[config.mk]
export PLATFORM = sky130hd
export DESIGN_NAME = sp_render_flat
export DESIGN_NICKNAME = d
export VERILOG_FILES = /design/src/rtl/sp_render_pkg.sv /design/src/rtl/sp_render_if.sv /design/src/rtl/sp_render_slot.sv /design/src/rtl/sp_render.sv /design/src/flat_wrapper.sv
export SDC_FILE = /design/constraint.sdc
export NUM_CORES = 1
export LEC_CHECK = 0
export ABC_CLOCK_PERIOD_IN_PS = 3150
export CAP_MARGIN = 20
export CORE_MARGIN = 1.5
export CORE_UTILIZATION = 40
export CTS_CLUSTER_SIZE = 20
export DETAILED_ROUTE_END_ITERATION = 12
export HOLD_SLACK_MARGIN = 0.12
export PLACE_DENSITY = 0.68
export SLEW_MARGIN = 40
export SYNTH_ARGS = -nofsm -noshare
export SYNTH_HDL_FRONTEND = slang
export SYNTH_HIERARCHICAL = 1
export SYNTH_SLANG_ARGS = --single-unit
[constraint.sdc]
create_clock -name clk -period 3.15 [get_ports clk]
set_clock_uncertainty 0.1 [all_clocks]
set_input_delay 0.63 -clock clk [delete_from_list [all_inputs] [get_ports clk]]
set_output_delay 0.63 -clock clk [all_outputs]
set_load 0.005 [all_outputs]
[src/rtl/sp_render_pkg.sv]
// Shared types and constants for the sprite pixel generator.
// Covers the horizontal-state and secondary OAM types, plus the sprite attribute bit positions.
package sp_render_pkg;

    localparam int unsigned SP_SLOTS          = 8;
    localparam int unsigned SP_LOAD_START_COL = 321;
    localparam int unsigned COL_W             = 9;
    localparam int unsigned X_W               = 8;
    localparam int unsigned IDX_W             = 3;

    localparam int unsigned SPR_ATTR_FLIP_V   = 7;
    localparam int unsigned SPR_ATTR_FLIP_H   = 6;
    localparam int unsigned SPR_ATTR_PRIO     = 5;
    localparam int unsigned SPR_ATTR_PAL_LO   = 0;

    typedef enum logic [1:0] {
        SL_PRE_CYC  = 2'd0,
        SL_POST_CYC = 2'd1,
        TL_PRE_CYC  = 2'd2,
        TL_POST_CYC = 2'd3
    } hs_state_t;

    typedef struct packed {
        logic           active;
        logic [X_W-1:0] x_pos;
        logic [7:0]     attribute;
        logic [7:0]     bitmap_lo;
        logic [7:0]     bitmap_hi;
    } second_oam_t;

    function automatic logic [7:0] rev8(input logic [7:0] v);
        logic [7:0] r;
        for (int i = 0; i < 8; i++) r[i] = v[7-i];
        return r;
    endfunction

endpackage

[src/rtl/sp_render_if.sv]
// Bundles the sprite renderer's timing inputs, its secondary OAM read port and its pixel outputs.
// The slave modport is the renderer's view; the master modport is the surrounding PPU's view.
interface sp_render_if;

    logic                       clk_en;
    logic [8:0]                 row;
    logic [8:0]                 col;
    sp_render_pkg::hs_state_t   hs_state;
    logic                       show_sprites;
    logic                       show_left8;
    logic                       sprite0_present;
    logic [2:0]                 sec_oam_rd_idx;
    sp_render_pkg::second_oam_t sec_oam_rd_data;
    logic [3:0]                 sp_pixel;
    logic                       sp_behind_bg;
    logic                       sp_is_zero;

    modport slave (
        input  clk_en, row, col, hs_state, show_sprites, show_left8,
        input  sprite0_present, sec_oam_rd_data,
        output sec_oam_rd_idx, sp_pixel, sp_behind_bg, sp_is_zero
    );

    modport master (
        output clk_en, row, col, hs_state, show_sprites, show_left8,
        output sprite0_present, sec_oam_rd_data,
        input  sec_oam_rd_idx, sp_pixel, sp_behind_bg, sp_is_zero
    );

endinterface

[src/rtl/sp_render_slot.sv]
// One sprite channel: the X down-counter, the bitmap shift registers and the attribute bits.
// The pattern and live flags are combinational views of the current state.
module sp_slot
    import sp_render_pkg::*;
(
    input  logic        clk,
    input  logic        rst_n,
    input  logic        i_en,
    input  logic        i_load,
    input  logic        i_render,
    input  second_oam_t i_entry,
    output logic        o_live_c,
    output logic [1:0]  o_pattern_c,
    output logic [1:0]  o_palette,
    output logic        o_behind
);

    logic           r_active;
    logic [X_W-1:0] r_x_cnt;
    logic [7:0]     r_lo;
    logic [7:0]     r_hi;
    logic [1:0]     r_palette;
    logic           r_behind;

    // Vertical flip is already resolved in the fetched bitmap.
    wire w_unused_attr = &{1'b0, i_entry.attribute[SPR_ATTR_FLIP_V], i_entry.attribute[4:2]};

    always_ff @(posedge clk) begin
        if (!rst_n) begin
            r_active  <= 1'b0;
            r_x_cnt   <= '0;
            r_lo      <= '0;
            r_hi      <= '0;
            r_palette <= '0;
            r_behind  <= 1'b0;
        end else if (i_en && i_load) begin
            r_active  <= i_entry.active;
            r_palette <= i_entry.attribute[SPR_ATTR_PAL_LO +: 2];
            r_behind  <= i_entry.attribute[SPR_ATTR_PRIO];
            if (i_entry.active) begin
                r_x_cnt <= i_entry.x_pos;
                r_lo    <= i_entry.attribute[SPR_ATTR_FLIP_H] ? rev8(i_entry.bitmap_lo) : i_entry.bitmap_lo;
                r_hi    <= i_entry.attribute[SPR_ATTR_FLIP_H] ? rev8(i_entry.bitmap_hi) : i_entry.bitmap_hi;
            end else begin
                r_x_cnt <= '0;
                r_lo    <= '0;
                r_hi    <= '0;
            end
        end else if (i_en && i_render) begin
            // Count down to the sprite's column, then shift one pixel per cycle.
            if (r_x_cnt != '0) begin
                r_x_cnt <= r_x_cnt - X_W'(1);
            end else begin
                r_lo <= {r_lo[6:0], 1'b0};
                r_hi <= {r_hi[6:0], 1'b0};
            end
        end
    end

    assign o_live_c    = r_active && (r_x_cnt == '0);
    assign o_pattern_c = {r_hi[7], r_lo[7]};
    assign o_palette   = r_palette;
    assign o_behind    = r_behind;

endmodule

[src/rtl/sp_render.sv]
// Sprite pixel generator: loads the slots from secondary OAM during the load window,
// then picks the highest-priority opaque sprite pixel each visible cycle.
module sp_render
    import sp_render_pkg::*;
#(
    parameter int unsigned NUM_SLOTS      = SP_SLOTS,
    parameter int unsigned LOAD_START_COL = SP_LOAD_START_COL
) (
    input  logic        clk,
    input  logic        rst_n,
    sp_render_if.slave  bus
);

    logic [IDX_W-1:0]     w_rd_idx;
    logic                 w_in_window;
    logic                 w_load;
    logic                 w_render;
    logic [NUM_SLOTS-1:0] w_load_vec;
    logic [NUM_SLOTS-1:0] w_live;
    logic [NUM_SLOTS-1:0] w_behind;
    logic [1:0]           w_pat [NUM_SLOTS];
    logic [1:0]           w_pal [NUM_SLOTS];

    logic                 w_mask;
    logic [3:0]           w_win_pixel;
    logic                 w_win_behind;
    logic                 w_win_zero;

    logic                 r_sprite0;
    logic [3:0]           r_pixel;
    logic                 r_behind_bg;
    logic                 r_is_zero;

    // The scanline number is not needed to render the pixels.
    wire w_unused_row = &{1'b0, bus.row};

    assign w_rd_idx           = IDX_W'(bus.col - COL_W'(LOAD_START_COL));
    assign bus.sec_oam_rd_idx = w_rd_idx;

    assign w_in_window = (bus.col >= COL_W'(LOAD_START_COL)) &&
                         (bus.col <  COL_W'(LOAD_START_COL + NUM_SLOTS));
    assign w_load      = bus.clk_en && (bus.hs_state == TL_PRE_CYC) && w_in_window;
    assign w_render    = (bus.hs_state == SL_PRE_CYC);

    for (genvar g = 0; g < NUM_SLOTS; g++) begin : g_slot
        assign w_load_vec[g] = w_load && (w_rd_idx == IDX_W'(g));

        sp_slot u_slot (
            .clk         (clk),
            .rst_n       (rst_n),
            .i_en        (bus.clk_en),
            .i_load      (w_load_vec[g]),
            .i_render    (w_render),
            .i_entry     (bus.sec_oam_rd_data),
            .o_live_c    (w_live[g]),
            .o_pattern_c (w_pat[g]),
            .o_palette   (w_pal[g]),
            .o_behind    (w_behind[g])
        );
    end

    // Lowest-index opaque slot wins; the scan runs high to low so the last hit is the winner.
    always_comb begin
        w_win_pixel  = '0;
        w_win_behind = 1'b0;
        w_win_zero   = 1'b0;
        w_mask       = !bus.show_sprites || ((bus.col < COL_W'(8)) && !bus.show_left8);
        for (int i = NUM_SLOTS - 1; i >= 0; i--) begin
            if (w_live[i] && (w_pat[i] != 2'b00)) begin
                w_win_pixel  = {w_pal[i], w_pat[i]};
                w_win_behind = w_behind[i];
                w_win_zero   = (i == 0) && r_sprite0;
            end
        end
        if (w_mask) begin
            w_win_pixel  = '0;
            w_win_behind = 1'b0;
            w_win_zero   = 1'b0;
        end
    end

    always_ff @(posedge clk) begin
        if (!rst_n) begin
            r_sprite0 <= 1'b0;
        end else if (w_load_vec[0]) begin
            r_sprite0 <= bus.sprite0_present;
        end
    end

    // One PPU cycle of latency: the pixel for column c is presented during cycle c+1.
    always_ff @(posedge clk) begin
        if (!rst_n) begin
            r_pixel     <= '0;
            r_behind_bg <= 1'b0;
            r_is_zero   <= 1'b0;
        end else if (bus.clk_en) begin
            if (w_render) begin
                r_pixel     <= w_win_pixel;
                r_behind_bg <= w_win_behind;
                r_is_zero   <= w_win_zero;
            end else begin
                r_pixel     <= '0;
                r_behind_bg <= 1'b0;
                r_is_zero   <= 1'b0;
            end
        end
    end

    assign bus.sp_pixel     = r_pixel;
    assign bus.sp_behind_bg = r_behind_bg;
    assign bus.sp_is_zero   = r_is_zero;

endmodule

[src/flat_wrapper.sv]
// flat-port wrapper written by rule: the top's interface ports become plain ports
module sp_render_flat import sp_render_pkg::*;
#(
    parameter int unsigned NUM_SLOTS      = SP_SLOTS,
    parameter int unsigned LOAD_START_COL = SP_LOAD_START_COL
)
  (clk, rst_n, bus_clk_en, bus_row, bus_col, bus_hs_state, bus_show_sprites, bus_show_left8, bus_sprite0_present, bus_sec_oam_rd_data, bus_sec_oam_rd_idx, bus_sp_pixel, bus_sp_behind_bg, bus_sp_is_zero);
  sp_render_if bus_i ();
  input  logic clk;
  input  logic rst_n;
  input wire logic [$bits(bus_i.clk_en)-1:0] bus_clk_en;
  input wire logic [$bits(bus_i.row)-1:0] bus_row;
  input wire logic [$bits(bus_i.col)-1:0] bus_col;
  input wire logic [$bits(bus_i.hs_state)-1:0] bus_hs_state;
  input wire logic [$bits(bus_i.show_sprites)-1:0] bus_show_sprites;
  input wire logic [$bits(bus_i.show_left8)-1:0] bus_show_left8;
  input wire logic [$bits(bus_i.sprite0_present)-1:0] bus_sprite0_present;
  input wire logic [$bits(bus_i.sec_oam_rd_data)-1:0] bus_sec_oam_rd_data;
  output wire logic [$bits(bus_i.sec_oam_rd_idx)-1:0] bus_sec_oam_rd_idx;
  output wire logic [$bits(bus_i.sp_pixel)-1:0] bus_sp_pixel;
  output wire logic [$bits(bus_i.sp_behind_bg)-1:0] bus_sp_behind_bg;
  output wire logic [$bits(bus_i.sp_is_zero)-1:0] bus_sp_is_zero;
  assign bus_i.clk_en = bus_clk_en;
  assign bus_i.row = bus_row;
  assign bus_i.col = bus_col;
  assign bus_i.hs_state = bus_hs_state;
  assign bus_i.show_sprites = bus_show_sprites;
  assign bus_i.show_left8 = bus_show_left8;
  assign bus_i.sprite0_present = bus_sprite0_present;
  assign bus_i.sec_oam_rd_data = bus_sec_oam_rd_data;
  assign bus_sec_oam_rd_idx = bus_i.sec_oam_rd_idx;
  assign bus_sp_pixel = bus_i.sp_pixel;
  assign bus_sp_behind_bg = bus_i.sp_behind_bg;
  assign bus_sp_is_zero = bus_i.sp_is_zero;
  sp_render #(.NUM_SLOTS(NUM_SLOTS), .LOAD_START_COL(LOAD_START_COL)) u_core (.clk(clk), .rst_n(rst_n), .bus(bus_i));
endmodule
Word-level counts from Yosys, hierarchy flattened
Index checks and enable logic that the tools add are counted.

Input bits: 59. Output and inout port bits: 9. Register bits after elaboration: 231.

$add $sub $neg: 9. $lt $le $gt $ge: 3. Muxes and demuxes: 100. Reduce and logical (&&, ||, !) cells: 98. Equality and inequality tests: 16.

Operators with widths (number): $mux 8 (77); $logic_not 8->1 (8); $reduce_bool 8->1 (8); $sub 8x1->8 const B (8); $reduce_bool 2->1 (24); $mux 4 (10); $logic_and 1x1->1 (37); $reduce_and 2->1 (16); $ne 2x2->1 const B (8); $mux 1 (13); $eq 3x3->1 const B (4); $ge 9x9->1 const B (1); $lt 9x4->1 const B (1); $lt 9x9->1 const B (1); $eq 3x2->1 const B (2); $eq 3x1->1 const B (1); $logic_not 3->1 (1); $sub 3x1->3 const B (1); $eq 2x2->1 const B (1); $logic_not 1->1 (2); $logic_not 2->1 (1); $logic_or 1x1->1 (1).

Logic depth before layout (Yosys ltp)
Depth after elaboration: 13. Depth in mapped cells: 12. Mapped depth without buffers: 10.

Hierarchy
Netlist, hierarchy kept.

By module, submodules not included: sp_slot (cells each 189, area an instance 1650.3 um^2, times used 8, sequential area each 560.5 um^2); sp_render (cells each 128, area an instance 919.6 um^2, times used 1, sequential area each 140.1 um^2).

Worst setup path before layout
Ideal clock, no wire load.

Path type: input -> register. Start point: input bus_col[1]. End point: register u_core.g_slot[5].u_slot.r_x_cnt[3]. Setup time: 0.116 ns. Data arrival time: 2.921 ns. Slack: 0.013 ns. Stages on the path: 9. Cells stage by stage: inv_1 ha_1 or3_1 o41ai_1 nor2_1 and2_1 or4b_2 o21ba_2 a31o_2.

Longest elaborated chain between the ends: 7. Elaborated cells on any way between the ends: 12. Classes of those cells: add/sub: 1; order compare: 2; eq/ne: 1; mux: 1; reduce/logical: 7.

RTL lines: from (decl) (line flat_wrapper.sv:13) `input wire logic [$bits(bus_i.col)-1:0] bus_col;`; $ge 9x9->1 / $lt 9x9->1 (equally long branches) (line sp_render.sv:40, sp_render.sv:41); $logic_and 1x1->1 (line sp_render.sv:40) `assign w_in_window = (bus.col >= COL_W'(LOAD_START_COL)) &&`; $logic_and 1x1->1 (line sp_render.sv:42) `assign w_load = bus.clk_en && (bus.hs_state == TL_PRE_CYC) && w_in_window;`; $logic_and 1x1->1 (*) (line sp_render.sv:46) `assign w_load_vec[g] = w_load && (w_rd_idx == IDX_W'(g));`; via u_core.w_load_vec[5] (line sp_render.sv:18) `logic [NUM_SLOTS-1:0] w_load_vec;`; $logic_and 1x1->1 (*) (line sp_render_slot.sv:36) `end else if (i_en && i_load) begin`; $reduce_bool 2->1 (no source line); $reduce_and 2->1 (no source line); to (signal assigned) (line sp_render_slot.sv:41) `r_x_cnt <= i_entry.x_pos;`; to (signal assigned) (line sp_render_slot.sv:52) `r_x_cnt <= r_x_cnt - X_W'(1);`; to (decl) (line sp_render_slot.sv:19) `logic [X_W-1:0] r_x_cnt;`.

Mark *: on every way through the listed nets, which the timed path passes. The rest lies on a longest branch. A chain may end at the register's enable or synchronous reset.

Final worst setup path
Start point: input bus_col[0]. End point: register u_core.g_slot[2].u_slot.r_x_cnt[2].

Longest elaborated chain between the ends: 7. Elaborated cells on any way between the ends: 12. Classes of those cells: add/sub: 1; order compare: 2; eq/ne: 1; mux: 1; reduce/logical: 7.

RTL lines (line): $ge 9x9->1 / $lt 9x9->1 (equally long branches) (sp_render.sv:40, sp_render.sv:41); $logic_and 1x1->1 (sp_render.sv:40); $logic_and 1x1->1 (sp_render.sv:42); $logic_and 1x1->1 (*) (sp_render.sv:46); via u_core.w_load_vec[2] (sp_render.sv:18); $logic_and 1x1->1 (*) (sp_render_slot.sv:36); $reduce_bool 2->1 (no source line); $reduce_and 2->1 (no source line); to (signal assigned) (sp_render_slot.sv:41); to (signal assigned) (sp_render_slot.sv:52); to (decl) (sp_render_slot.sv:19).

Marked as above.

==> flow_summary.toml <==
[logic_synthesis]
synth_largest_type_area_fraction = 0.327
yosys_cell_types = 58
synth_top_cells_by_area = "sky130_fd_sc_hd__dfxtp_1 33%, sky130_fd_sc_hd__mux2_2 10%, sky130_fd_sc_hd__o211a_1 7.9%"
synth_edf_count = 0
synth.cells.most_frequent = "268 x sky130_fd_sc_hd__nand2_1, 231 x sky130_fd_sc_hd__dfxtp_1, 128 x sky130_fd_sc_hd__mux2_2, 113 x sky130_fd_sc_hd__a22oi_1, 112 x sky130_fd_sc_hd__o211a_1"
yosysSeqAreaShare = 0.327
synth.net_count = 1720
synthArstFlopShare = 0
synth.most_common_cell = "sky130_fd_sc_hd__nand2_1"
syn_area_per_cell_um2 = 8.61
netlist_area_mm2 = 0.0141
most_area_hungry_cell_type_in_the_yosys_netlist = "sky130_fd_sc_hd__dfxtp_1"
postSynthCellCount = 1640
yosys_warning_total = 6
synthFlopType = "sky130_fd_sc_hd__dfxtp_1"
yosys_register_bits = 231

[worst_setup_path]
cell_by_cell_trace_of_the_critical_path = "clkdlybuf4s50_1, ha_1, or3_1, o41ai_2, buf_4, nor2_2, and2_2, or4b_4, o21bai_4, o21ai_0, a21boi_0"
r2r-start = "u_core/g_slot[2].u_slot/r_x_cnt[2]$_SDFFE_PN0P_"
critPathLaunch = "bus_col[0]"
critical_path_capture_point_type = "flop"
cpMaxStageDelayCell = "sky130_fd_sc_hd__or4b_4"
path_buf_inv = 2
critical_path_required_ns = 3.52
critPathTopFamily = "simple AND/OR/NAND/NOR gates"
critPathKind = "in2reg"
critical_path.max_fanout = 7
critPathMaxStageDelay_ns = 0.52
arrival_ns = 3.44
cp-start-kind = "input pin"

[route]
wire_per_inst_um = 18.7
postRouteWirelength_um = 41000
initialDrtViolationCount = 1099
postRouteAntennaNets = 0
met3_wirelength_um = 2100
routed_via_count = 13200
firstDrtPassIters = 5
wirelength_met1_um = 19300
top_signal_layer_used = "met4"
met2_length_um = 18400
detail_route.vias_per_cell = 6.01
drc = 0

[cells_and_area]
postLayoutCellArea_mm2 = 0.0169
design.final.nets = 1797
layout_overhead_on_the_synthesized_area_pct = 19.4
num_antenna_cells = 0
finalCoreUtilization = 0.487
filler_free_cell_count_of_the_finished_design = 2189
layout-drive-gt1-share = 0.207

[placement]
detailedPlacementHpwl_um = 26000
dpl_cell_area_mm2 = 0.0158
numPlacedInstances = 2139
dp_worst_setup_slack_ns = -0.767
gp_routability_congestion = 0.869
numPortBuffers = 54

[floorplan]
die_w_um = 191
die_y_um = 191
coreArea_mm2 = 0.0346
start_util = 0.408
design.die.area_mm2 = 0.0364
fp-row-count = 68
floorplan.io_pins = 68

[grt]
grt_pass1_wl_um = 65100
grt_overflow_total = 0
global_route.usage.total = 0.218
number_of_global_route_vias_before_repair = 12100
grt_start_max_net_pins = 91
grt_antenna_before_repair = 0

[sta]
timing.final.setup_violations = 0
maxSlewViolCount = 0
worst_pin_slew_ns = 0.805
final_critical_path_setup_slack_ns = 0.0846
final_critical_path_time_including_i_o_delays_and_setup_ns = 3.07
slew_headroom = 0.461
finalHoldViolCount = 0
maxClockFrequency_ghz = 0.326
rsz0062_at_grt = "true"
final.period_utilization = 0.973

[clock_tree]
clk_transition_reported_paths_ns = 0.06
htree_num_levels = 1
clock_tree.root_cell = "sky130_fd_sc_hd__clkbuf_16"
num_clock_sinks = 231
cts_buffers = 26
worst_skew_pair_latency_ns = 0.56
clock_tree_buffer_depth = 3
cts_tree = "built"
cts_hold_repair.buffers = 0

[power_and_ir_drop]
ir_worst_vdd_mv = 0.400
power.leakage_nw = 7.34
power_density_mw_per_mm2 = 463

[flow_run]
drv.max_cap_violation_count = 0

[min_path]
hold_path_startpoint = "u_core/g_slot[2].u_slot/o_palette[1]$_SDFFE_PN0N_"
holdCritPathClass = "reg2reg"

[run_status]
status = "complete, no violations"
## power breakdown
group / switching, mW / internal, mW / total [mW]
Clock: 1.30 / 1.90 / 3.20
Sequential: 0.117 / 3.08 / 3.19
Combinational: 0.744 / 0.676 / 1.42
Total: 2.16 / 5.65 / 7.81
## metrics by stage
stage,power (mW),hold WS [ns],setup TNS [ns]
after floorplan,4.19,0.336,0
after global placement,4.58,0.347,-82.41
after detailed placement,4.61,0.353,-85.66
after CTS,7.85,0.361,0
after global routing,8.13,0.383,-0.0123
final,7.81,0.358,0
## area by class of cell
cell class | count | area [µm²]
Tap cell | 455 | 569
Clock buffer | 35 | 744
Sequential cell | 231 | 4620
Inverter | 32 | 120
Timing Repair Buffer | 177 | 1850
Fill cell | 3269 | 17800
Clock inverter | 10 | 150
Multi-Input combinational cell | 1249 | 8800
## state kept, by name, summed over array words and instances (netlist names)
register and cells:
u_core/bus.sp_behind_bg 1, u_core/g_slot.u_slot/r_lo 64, u_core/r_sprite0 1, u_core/g_slot.u_slot/r_active 8
u_core/g_slot.u_slot/r_hi 64, u_core/g_slot.u_slot/o_behind 8, u_core/bus.sp_pixel 4, u_core/g_slot.u_slot/o_palette 16
u_core/g_slot.u_slot/r_x_cnt 64, u_core/bus.sp_is_zero 1
## cells in the final DEF, fill, tap and decap left out, drive strengths merged, types with 9 or more instances in the layout
cell type	Yosys	routed
nor4	9	9
inv	32	32
nor3	17	17
nand2	268	268
nor2	58	58
or4b	9	9
a21o	24	24
clkbuf	80	35
a211o	9	9
a21oi	38	38
mux2	128	128
o211ai	12	12
a32o	9	9
and2	38	38
o21ai	88	88
buf	48	127
dfxtp	231	231
o211a	112	112
nor2b	10	10
a32oi	10	10
nand3	90	90
ha	21	21
a22oi	113	113
a21boi	49	49
and3	24	24
clkdlybuf4s50	0	48
o41ai	9	9
## worst reg2reg max path, delay by kind of cell (launching register included)
family | cells | cell delay [ns]
buffers and inverters | 1 | 0.18
AOI/OAI and AO/OA | 4 | 0.85
DFF | 1 | 0.36
and+or+nand+nor | 4 | 1.29
## layer usage
| layer | global-route usage | vias up |
|---|---|---|
| met5 | 0 | - |
| met4 | 0.0660 | 0 |
| met3 | 0.0270 | 78 |
| met2 | 0.345 | 370 |
| met1 | 0.308 | 6461 |
| li1 | - | 6252 |
## logic make-up (layout without fill, tap and decap cells)
logic type               after synthesis  in the layout  share of synthesized area
adder cells (fa/ha/maj)               21             21                     0.0186
flip-flops                           231            231                      0.327
buffers and inverters                160            254                     0.0574
multiplexers                         129            129                      0.103
AO/OA/AOI/OAI                        541            541                      0.306
XOR/XNOR                               1              1                   0.000620
AND/OR/NAND/NOR                      557            557                      0.187
## path summary, 6_finish.rpt
path | endpoint | slack, ns | cells after the start
max | u_core/g_slot[2].u_slot/r_x_cnt[2]$_SDFFE_PN0P_ | 0.08 | 11
min | u_core/g_slot[2].u_slot/o_palette[1]$_SDFFE_PN0N_ | 0.36 | 2
max reg2reg | u_core/bus.sp_pixel[1]$_SDFFE_PN0P_ | 0.25 | 9
min reg2reg | u_core/g_slot[2].u_slot/o_palette[1]$_SDFFE_PN0N_ | 0.36 | 2
## what timing repair did
item | CTS | global route
setup buffers | 3 | 2
pin swaps | 4 | 6
endpoints found under the setup margin | 48 | 83
gates resized for setup | 14 | 33
Note: power is estimated with default switching activity, not from simulation.
